`src/rtl/ej32_pkg.sv`:
```
// ej32 shared types for the memory arbiter: FSM states, read owner
// tags and the default locked-burst length.
package ej32_pkg;

  typedef enum logic {
    IDLE,
    LS_LOCK
  } arb_state_t;

  typedef enum logic [1:0] {
    OWN_NONE,
    OWN_IF,
    OWN_LS
  } arb_owner_t;

  localparam int unsigned ARB_MAX_BEATS = 4;

endpackage

```
`src/rtl/ej32_mem_arb_rsp.sv`:
```
// ej32 arbiter response stage: remembers who issued the read and
// returns the captured byte with a per-requester valid.
module ej32_mem_arb_rsp
  import ej32_pkg::*;
(
  input  logic       clk,
  input  logic       rst,
  input  logic       rd_if,
  input  logic       rd_ls,
  input  logic [7:0] mem_rdata,
  output logic       if_rvld,
  output logic       ls_rvld,
  output logic [7:0] rdata
);

  arb_owner_t owner;

  // writes leave rdata alone so an older read result survives
  always_ff @(posedge clk or posedge rst) begin
    if (rst) begin
      owner <= OWN_NONE;
      rdata <= '0;
    end else begin
      unique case (1'b1)
        rd_ls:   owner <= OWN_LS;
        rd_if:   owner <= OWN_IF;
        default: owner <= OWN_NONE;
      endcase
      if (rd_ls || rd_if) rdata <= mem_rdata;
    end
  end

  assign if_rvld = (owner == OWN_IF);
  assign ls_rvld = (owner == OWN_LS);

endmodule

```
`src/rtl/ej32_mem_arb.sv`:
```
// ej32 byte memory port arbiter between fetch and load/store.
// Define EJ32_ARB_STARVE_EN to force an IF grant after STARVE_N LS wins.
module ej32_mem_arb
  import ej32_pkg::*;
#(
  parameter int unsigned ASZ       = 16,
  parameter int unsigned MAX_BEATS = ARB_MAX_BEATS,
  parameter int unsigned STARVE_N  = 8
) (
  input  logic           clk,
  input  logic           rst,
  input  logic           if_req,
  input  logic [ASZ-1:0] if_addr,
  output logic           if_gnt,
  output logic           if_rvld,
  input  logic           ls_req,
  input  logic           ls_we,
  input  logic [ASZ-1:0] ls_addr,
  input  logic [7:0]     ls_wdata,
  input  logic           ls_lock,
  output logic           ls_gnt,
  output logic           ls_rvld,
  output logic [7:0]     rdata,
  output logic           mem_en,
  output logic           mem_we,
  output logic [ASZ-1:0] mem_addr,
  output logic [7:0]     mem_wdata,
  input  logic [7:0]     mem_rdata,
  output logic           lock_ovf
);

  localparam int BW = $clog2(MAX_BEATS + 1);

  arb_state_t    state;
  logic [BW-1:0] beat_cnt;
  logic [BW-1:0] beat_nxt;
  logic          starve_force;

  assign beat_nxt = beat_cnt + BW'(1);

`ifdef EJ32_ARB_STARVE_EN
  localparam int SW = $clog2(STARVE_N + 1);

  logic [SW-1:0] starve_cnt;

  assign starve_force = (state == IDLE) && if_req &&
                        (starve_cnt == SW'(STARVE_N));

  always_ff @(posedge clk or posedge rst) begin
    if (rst) begin
      starve_cnt <= '0;
    end else if (if_gnt) begin
      starve_cnt <= '0;
    end else if ((state == IDLE) && ls_gnt && if_req &&
                 (starve_cnt != SW'(STARVE_N))) begin
      starve_cnt <= starve_cnt + SW'(1);
    end
  end
`else
  logic unused_starve_n;

  assign starve_force    = 1'b0;
  assign unused_starve_n = (STARVE_N != 0);
`endif

  always_comb begin
    if_gnt = 1'b0;
    ls_gnt = 1'b0;
    if (!rst) begin
      if (state == LS_LOCK) ls_gnt = ls_req;
      else if (starve_force) if_gnt = 1'b1;
      else if (ls_req) ls_gnt = 1'b1;
      else if_gnt = if_req;
    end
  end

  always_comb begin
    mem_en    = if_gnt | ls_gnt;
    mem_we    = ls_gnt & ls_we;
    mem_addr  = '0;
    mem_wdata = '0;
    if (ls_gnt) begin
      mem_addr  = ls_addr;
      mem_wdata = ls_wdata;
    end else if (if_gnt) begin
      mem_addr  = if_addr;
    end
  end

  // hitting MAX_BEATS with lock still set drops to a fresh arbitration
  always_ff @(posedge clk or posedge rst) begin
    if (rst) begin
      state    <= IDLE;
      beat_cnt <= '0;
      lock_ovf <= 1'b0;
    end else begin
      case (state)
        IDLE: begin
          if (ls_gnt && ls_lock) begin
            state    <= LS_LOCK;
            beat_cnt <= BW'(1);
          end
        end
        LS_LOCK: begin
          if (ls_gnt) begin
            if (!ls_lock) begin
              state    <= IDLE;
              beat_cnt <= '0;
            end else if (beat_nxt == BW'(MAX_BEATS)) begin
              state    <= IDLE;
              beat_cnt <= '0;
              lock_ovf <= 1'b1;
            end else begin
              beat_cnt <= beat_nxt;
            end
          end
        end
        default: state <= IDLE;
      endcase
    end
  end

  ej32_mem_arb_rsp u_rsp (
    .clk       (clk),
    .rst       (rst),
    .rd_if     (if_gnt),
    .rd_ls     (ls_gnt & ~ls_we),
    .mem_rdata (mem_rdata),
    .if_rvld   (if_rvld),
    .ls_rvld   (ls_rvld),
    .rdata     (rdata)
  );

endmodule

```
`config.mk`:
```
export PLATFORM = sky130hd
export DESIGN_NAME = ej32_mem_arb
export DESIGN_NICKNAME = d
export VERILOG_FILES = /design/src/rtl/ej32_pkg.sv /design/src/rtl/ej32_mem_arb_rsp.sv /design/src/rtl/ej32_mem_arb.sv
export SDC_FILE = /design/constraint.sdc
export NUM_CORES = 1
export LEC_CHECK = 0
export CELL_PAD_IN_SITES_DETAIL_PLACEMENT = 1
export CELL_PAD_IN_SITES_GLOBAL_PLACEMENT = 1
export CORE_MARGIN = 2
export CORE_UTILIZATION = 19
export DETAILED_ROUTE_END_ITERATION = 10
export GPL_TIMING_DRIVEN = 0
export PLACE_DENSITY_LB_ADDON = 0.1
export SYNTH_ARGS = -nofsm -noshare
export SYNTH_HDL_FRONTEND = slang
export SYNTH_SLANG_ARGS = --single-unit
```
`constraint.sdc`:
```
create_clock -name clk -period 2.3 [get_ports clk]
set_input_delay 0.575 -clock clk [delete_from_list [all_inputs] [get_ports clk]]
set_output_delay 0.575 -clock clk [all_outputs]
set_load 0.005 [all_outputs]
```
==> results of run 1 <==
[logic make-up (layout without fill, tap and decap cells)]
group                    count (synthesis)  after routing  synth area share [%]
AND/OR/NAND/NOR                         18             18                  15.4
flip-flops                              15             15                  43.3
multiplexers                             8              8                  10.4
adder cells (fa/ha/maj)                  3              3                  4.33
AO/OA/AOI/OAI                           24             24                  22.5
buffers and inverters                    9            113                  4.04
[synth_stat cells (all sizes together)]
library cell  instances  area [µm²]
a21o                  1        7.51
a21oi                 1        5.00
a22o                 17         149
a31oi                 1        6.26
a32o                  1        10.0
and2                  9        56.3
and3                  1        6.26
buf                   1        5.00
clkbuf                3        11.3
dfrtp                15         375
ha                    3        37.5
inv                   5        18.8
mux2                  8        90.1
nor2                  1        6.26
nor2b                 3        18.8
nor3b                 1        7.51
nor4b                 2        32.5
o211ai                1        7.51
o21ai                 2        10.0
or2                   1        6.26
[how the worst max path moves through the flow]
stage,endpoint,slack [ns],start,cells past startpoint
2_1_floorplan,mem_addr[10],0.28,rst,3
3_3_place_gp,mem_addr[14],-0.97,rst,5
3_5_place_dp,mem_addr[14],-1.02,rst,5
4_1_cts,mem_we,0.0008,ls_req,5
5_1_grt,mem_wdata[0],-0.04,ls_req,5
6_report,mem_we,-0.002,ls_req,5
[sequential cells by signal (all words and copies together) (netlist names)]
register	count
state	1
lock_ovf	1
u_rsp.rdata	8
beat_cnt	3
u_rsp.owner	2
[repair_timing]
item / 4_1_cts / 5_1_grt
pin swaps: 1 / 0
endpoints found under the setup margin: 28 / 8
setup buffers: 6 / 0
cloned: 2 / 0
gates resized for setup: 65 / 2
[layer usage]
layer  share of wire [%]  up-vias
met4                 1.5        0
li1                    -      492
met3                 6.6        6
met2                  57       45
met1                  34      511
met5                   0        -
[critical path, stage by stage]
cell	delay [ns]
buf_2	0.14
nor2b_4	0.19
clkbuf_8	0.18
and2_1	0.13
clkdlybuf4s50_1	0.52
[power breakdown]
| group | leakage [nW] | switching [mW] | internal, mW |
|---|---|---|---|
| combinational | 0.721 | 0.113 | 0.248 |
| clock | 0.0255 | 0.0899 | 0.120 |
| sequential | 0.184 | 0.0292 | 0.315 |
| total | 0.931 | 0.232 | 0.683 |
[area by class of cell]
type	count	area (µm²)	share of cell area (%)
Timing Repair Buffer	100	947	48.2
Multi-Input combinational cell	53	464	23.6
Sequential cell	15	377	19.2
Tap cell	52	65.1	3.31
Buffer	4	46.3	2.36
Clock buffer	3	41.3	2.10
Inverter	5	18.8	0.955
Clock inverter	1	5.00	0.255
==> results.py, run 1 <==
metrics = {
    "status": {
        "status": "finished with violations",
        "violations": "negative setup slack",
    },
    "cells_and_area": {
        "fin_nets": 239,
        "final_cell_mix": "68 x clkdlybuf4s50_1, 17 x a22o_1, 14 x dfrtp_1",
        "mostFrequentLayoutCell": "clkdlybuf4s50_1",
        "syn2layout_area_growth_pct": 127,
        "fin_util_pct": 44.8,
        "final_area_um2": 1960,
        "fillers": 480,
        "stdcell_count": 233,
        "final_layout_size_suffix_gt1_share_pct": 20.4,
        "diodes": 0,
    },
    "synth": {
        "synth_nets": 134,
        "syn_inst": 77,
        "yosysSeqAreaShare_pct": 43.3,
        "syn_area_um2": 867,
        "ys_seq_elements": 15,
        "synth_warnings": 0,
        "synth.avg_cell_area_um2": 11.3,
        "ys_types": 21,
    },
    "worst_setup_path": {
        "crit_arrival_ns": 1.73,
        "r2r_end": "u_rsp.rdata[4]$_DFFE_PP0P_",
        "worst_setup_path_start_kind": "input port",
        "end_kind": "output pin",
        "r2r_start": "state$_DFF_PP0_",
        "path_max_fanout": 10,
        "r2r_setup_slack_ns": 0.61,
        "reg2reg_depth": 6,
        "required_ns": 1.73,
        "path_class": "input port to output pin",
    },
    "cts": {
        "cts_sinks": 15,
        "tritoncts": "built",
        "root_buffer": "clkbuf_8",
        "htreeDepth": 1,
        "cts_inserted_buffers": 3,
        "clockBufferDepth": 2,
        "clk_pin_slew_worst_paths_ns": 0.06,
        "ctsHoldBuffers": 0,
        "clkLatencyLatePin_ns": 0.24,
    },
    "sta": {
        "setup_tns_ns": -0.00212,
        "fmax_ghz": 0.434,
        "fin_crit_ns": 2.30,
        "slew_headroom_pct": 62.2,
        "rsz0062_at_grt": "yes",
        "fin_skew_ns": 0.000710,
        "fin_ws_ns": -0.00212,
        "tightestPinTransition_ns": 0.566,
        "period_share_pct": 100,
        "hold_violations": 0,
        "setup_viol": 1,
        "final_max_slew_viol_count": 0,
        "fin_hold_ws_ns": 0.447,
    },
    "placed_design": {
        "dpl.cell_count": 221,
        "place_ws_ns": -1.02,
        "place_area_um2": 1850,
        "portBuffers": 92,
        "dp_hpwl_mm": 2.88,
        "finalWeightedCongestion": 0.725,
    },
    "grt": {
        "grt_use_total_pct": 14.1,
        "grt_busiest_layer": "met2",
        "grt_overflow": 0,
        "grtUsageMet3_pct": 4.78,
        "grt_use_met1_pct": 13.5,
        "grt_max_degree": 16,
        "grt_pass1_wl_mm": 5.61,
        "grt_pass1_vias": 1197,
        "antenna_found_initial": 0,
        "met2_usage_pct": 28.0,
    },
    "detailed_routing": {
        "vias": 1054,
        "first_pass_iters": 3,
        "drt_iter0_drc": 12,
        "ant_nets": 0,
        "via_per_inst": 4.52,
        "routed_wl_mm": 3.63,
        "drc": 0,
        "wl_per_cell_um": 15.6,
    },
    "power": {
        "leakagePower_nw": 0.931,
        "cellPowerDensity_nw_per_um2": 466,
        "ir_worst_vdd_uv": 187,
        "power.total_mw": 0.915,
    },
    "hold_path": {
        "hold_path_class": "input port to asynchronous set/reset pin",
    },
    "die": {
        "dieWidth_um": 71.6,
        "num_io_pins": 93,
        "start_util_pct": 19.8,
        "num_rows": 24,
        "coreArea_um2": 4380,
        "dieArea_um2": 5120,
        "fp.dieH_um": 71.6,
    },
    "flow_run": {
        "maxCapViolations": 0,
    },
}
Note: power is estimated with default switching activity, not from simulation.
==> inputs of run 2 (changes only) <==
- HOLD_SLACK_MARGIN: default -> 0.06
==> results of run 2 <==
Final layout, timing and power as in run 1 (identical DEF).
==> inputs of run 3 (changes only) <==
- CAP_MARGIN: default -> 10
- REMOVE_ABC_BUFFERS: default -> 1
==> run 3 against run 2 <==
Compared with the run above: sequential share of layout area is 0.80 points lower; the flow now finishes without violations; cell area is 4.3% higher; maximum frequency increased by 1.5%; sequential power about the same; register-to-register slack improved by 0.14 ns; global-route usage rose by 0.36 points; critical path type unchanged; critical path depth did not move; core utilization is 1.9 points higher; sequential cell count unchanged; clock-buffer cell count rose by 1.
==> results.py, run 3 (synthesized netlist as in run 1, its figures left out) <==
metrics = {
    "status": {
        "status": "finished clean",
    },
    "placed_design": {
        "place_ws_ns": -1.10,
        "portBuffers": 92,
        "place_area_um2": 1850,
        "dp_hpwl_mm": 2.88,
        "finalWeightedCongestion": 0.737,
    },
    "die": {
        "coreArea_um2": 4380,
        "fp.dieH_um": 71.6,
        "start_util_pct": 19.8,
        "dieWidth_um": 71.6,
        "num_rows": 24,
        "dieArea_um2": 5120,
        "num_io_pins": 93,
    },
    "worst_setup_path": {
        "slowest_stage": "clkdlybuf4s50_1",
        "crit_arrival_ns": 1.69,
        "worst_setup_path_start_kind": "input port",
        "slowest_delay_ns": 0.50,
        "cp_top_family": "buffers and inverters",
        "cp_num_buf_inv": 3,
        "end_kind": "output pin",
        "path_cells": "buf_2, nor2b_4, buf_8, and2_1, clkdlybuf4s50_1",
        "required_ns": 1.73,
        "path_class": "input port to output pin",
        "path_max_fanout": 10,
    },
    "cells_and_area": {
        "syn2layout_area_growth_pct": 136,
        "multi_input_area_um2": 464,
        "final_layout_size_suffix_gt1_share_pct": 25.3,
        "mostFrequentLayoutCell": "clkdlybuf4s50_1",
        "final_cell_mix": "64 x clkdlybuf4s50_1, 17 x a22o_1, 14 x dfrtp_1",
        "fin_nets": 244,
        "fillers": 485,
        "seqCellArea_um2": 377,
        "top_register": "u_rsp.rdata",
        "largest_register_ffs": 8,
        "diodes": 0,
        "final_area_um2": 2050,
        "reg.largest.list": "u_rsp.rdata: 8 flops, beat_cnt: 3 flops, u_rsp.owner: 2 flops",
    },
    "detailed_routing": {
        "drc": 0,
        "via_per_inst": 4.45,
        "vias": 1060,
        "first_pass_iters": 3,
        "drt_iter0_drc": 25,
        "wl_per_cell_um": 15.6,
        "ant_nets": 0,
        "routed_wl_mm": 3.71,
    },
    "sta": {
        "hold_violations": 0,
        "tightestPinTransition_ns": 0.577,
        "fin_skew_ns": 0.000837,
        "final_max_slew_viol_count": 0,
        "setup_viol": 0,
        "fin_crit_ns": 2.27,
        "fmax_ghz": 0.441,
        "slew_headroom_pct": 61.5,
        "fin_ws_ns": 0.0308,
        "period_share_pct": 98.7,
    },
    "cts": {
        "root_buffer": "clkbuf_8",
        "ctsHoldBuffers": 0,
        "clk_pin_slew_worst_paths_ns": 0.06,
        "clockBufferDepth": 2,
        "htreeDepth": 1,
        "cts_inserted_buffers": 3,
        "tritoncts": "built",
        "cts_sinks": 15,
        "clkLatencyLatePin_ns": 0.24,
    },
    "hold_path": {
        "hold_path_class": "flip-flop to flip-flop",
    },
    "grt": {
        "grt_pass1_vias": 1147,
        "antenna_found_initial": 0,
        "grt_max_degree": 16,
        "grt_overflow": 0,
        "grt_use_total_pct": 14.4,
        "grt_pass1_wl_mm": 5.67,
    },
    "power": {
        "leakagePower_nw": 1.04,
        "ir_worst_vdd_uv": 208,
        "cellPowerDensity_nw_per_um2": 454,
    },
    "flow_run": {
        "maxCapViolations": 0,
    },
}
[run 3: cell types whose count changed in the layout (fill, tap and decap cells not counted), moves of 2 or more]
cell,delta
dlygate4sd2_1,-9
buf_4,+7
buf_2,+6
dlymetal6s2s_1,+5
clkdlybuf4s50_1,-4
buf_6,-3
buf_12,+2
bufbuf_16,+2
clkbuf_8,-2
clkdlybuf4s15_1,+2
[run 3: layout make-up]
cell class	instances	area share [%]
Timing Repair Buffer	109	52.7
Multi-Input combinational cell	53	22.6
Sequential cell	15	18.4
Tap cell	52	3.17
Clock buffer	4	2.20
Inverter	5	0.916
[run 3: per-layer routing]
layer | vias up | part of all wire [%] | wire (µm) | GRT usage (%)
met2 | 54 | 52 | 1940 | 25.8
met1 | 500 | 38 | 1400 | 16.4
met3 | 6 | 7.5 | 280 | 2.67
li1 | 500 | - | - | -
met5 | - | 0 | 0 | 0
met4 | 0 | 2.6 | 98 | 6.92
[run 3: where the power goes]
part	switching (mW)	internal [mW]	leakage (nW)
Sequential	0.0317	0.315	0.184
Clock	0.0863	0.122	0.0228
Combinational	0.112	0.263	0.833
[run 3: worst paths after layout]
kind	cells past startpoint	slack, ns	start	to
setup / recovery	5	0.03	rst	mem_wdata[2]
hold / removal	1	0.46	lock_ovf$_DFFE_PP0P_	lock_ovf$_DFFE_PP0P_
setup reg to reg	5	0.75	state$_DFF_PP0_	u_rsp.rdata[0]$_DFFE_PP0P_
hold reg to reg	1	0.46	lock_ovf$_DFFE_PP0P_	lock_ovf$_DFFE_PP0P_
max in group asynchronous	2	1.43	rst	state$_DFF_PP0_
min in group asynchronous	2	0.47	rst	u_rsp.owner[1]$_DFF_PP0_
[run 3: what timing repair did]
| item | 4_1_cts | 5_1_grt |
|---|---|---|
| endpoints found under the setup margin | 36 | 11 |
| pin swaps | 1 | 2 |
| resized for setup | 69 | 8 |
| setup buffers | 9 | 6 |
| gates cloned | 3 | 0 |
[run 3: per-stage QoR]
stage | setup TNS (ns) | utilization (%) | instances | total power [mW] | hold WS (ns)
2_1_floorplan | -2.97 | - | 73 | 0.453 | 0.451
3_3_place_gp | -54.52 | 41.9 | 217 | 0.691 | 0.446
3_5_place_dp | -32.01 | 42.3 | 218 | 0.711 | 0.448
4_1_cts | 0 | 45.5 | 233 | 0.938 | 0.465
5_1_grt | -0.0100 | 46.7 | 238 | 0.988 | 0.481
6_report | 0 | 46.7 | 238 | 0.931 | 0.460
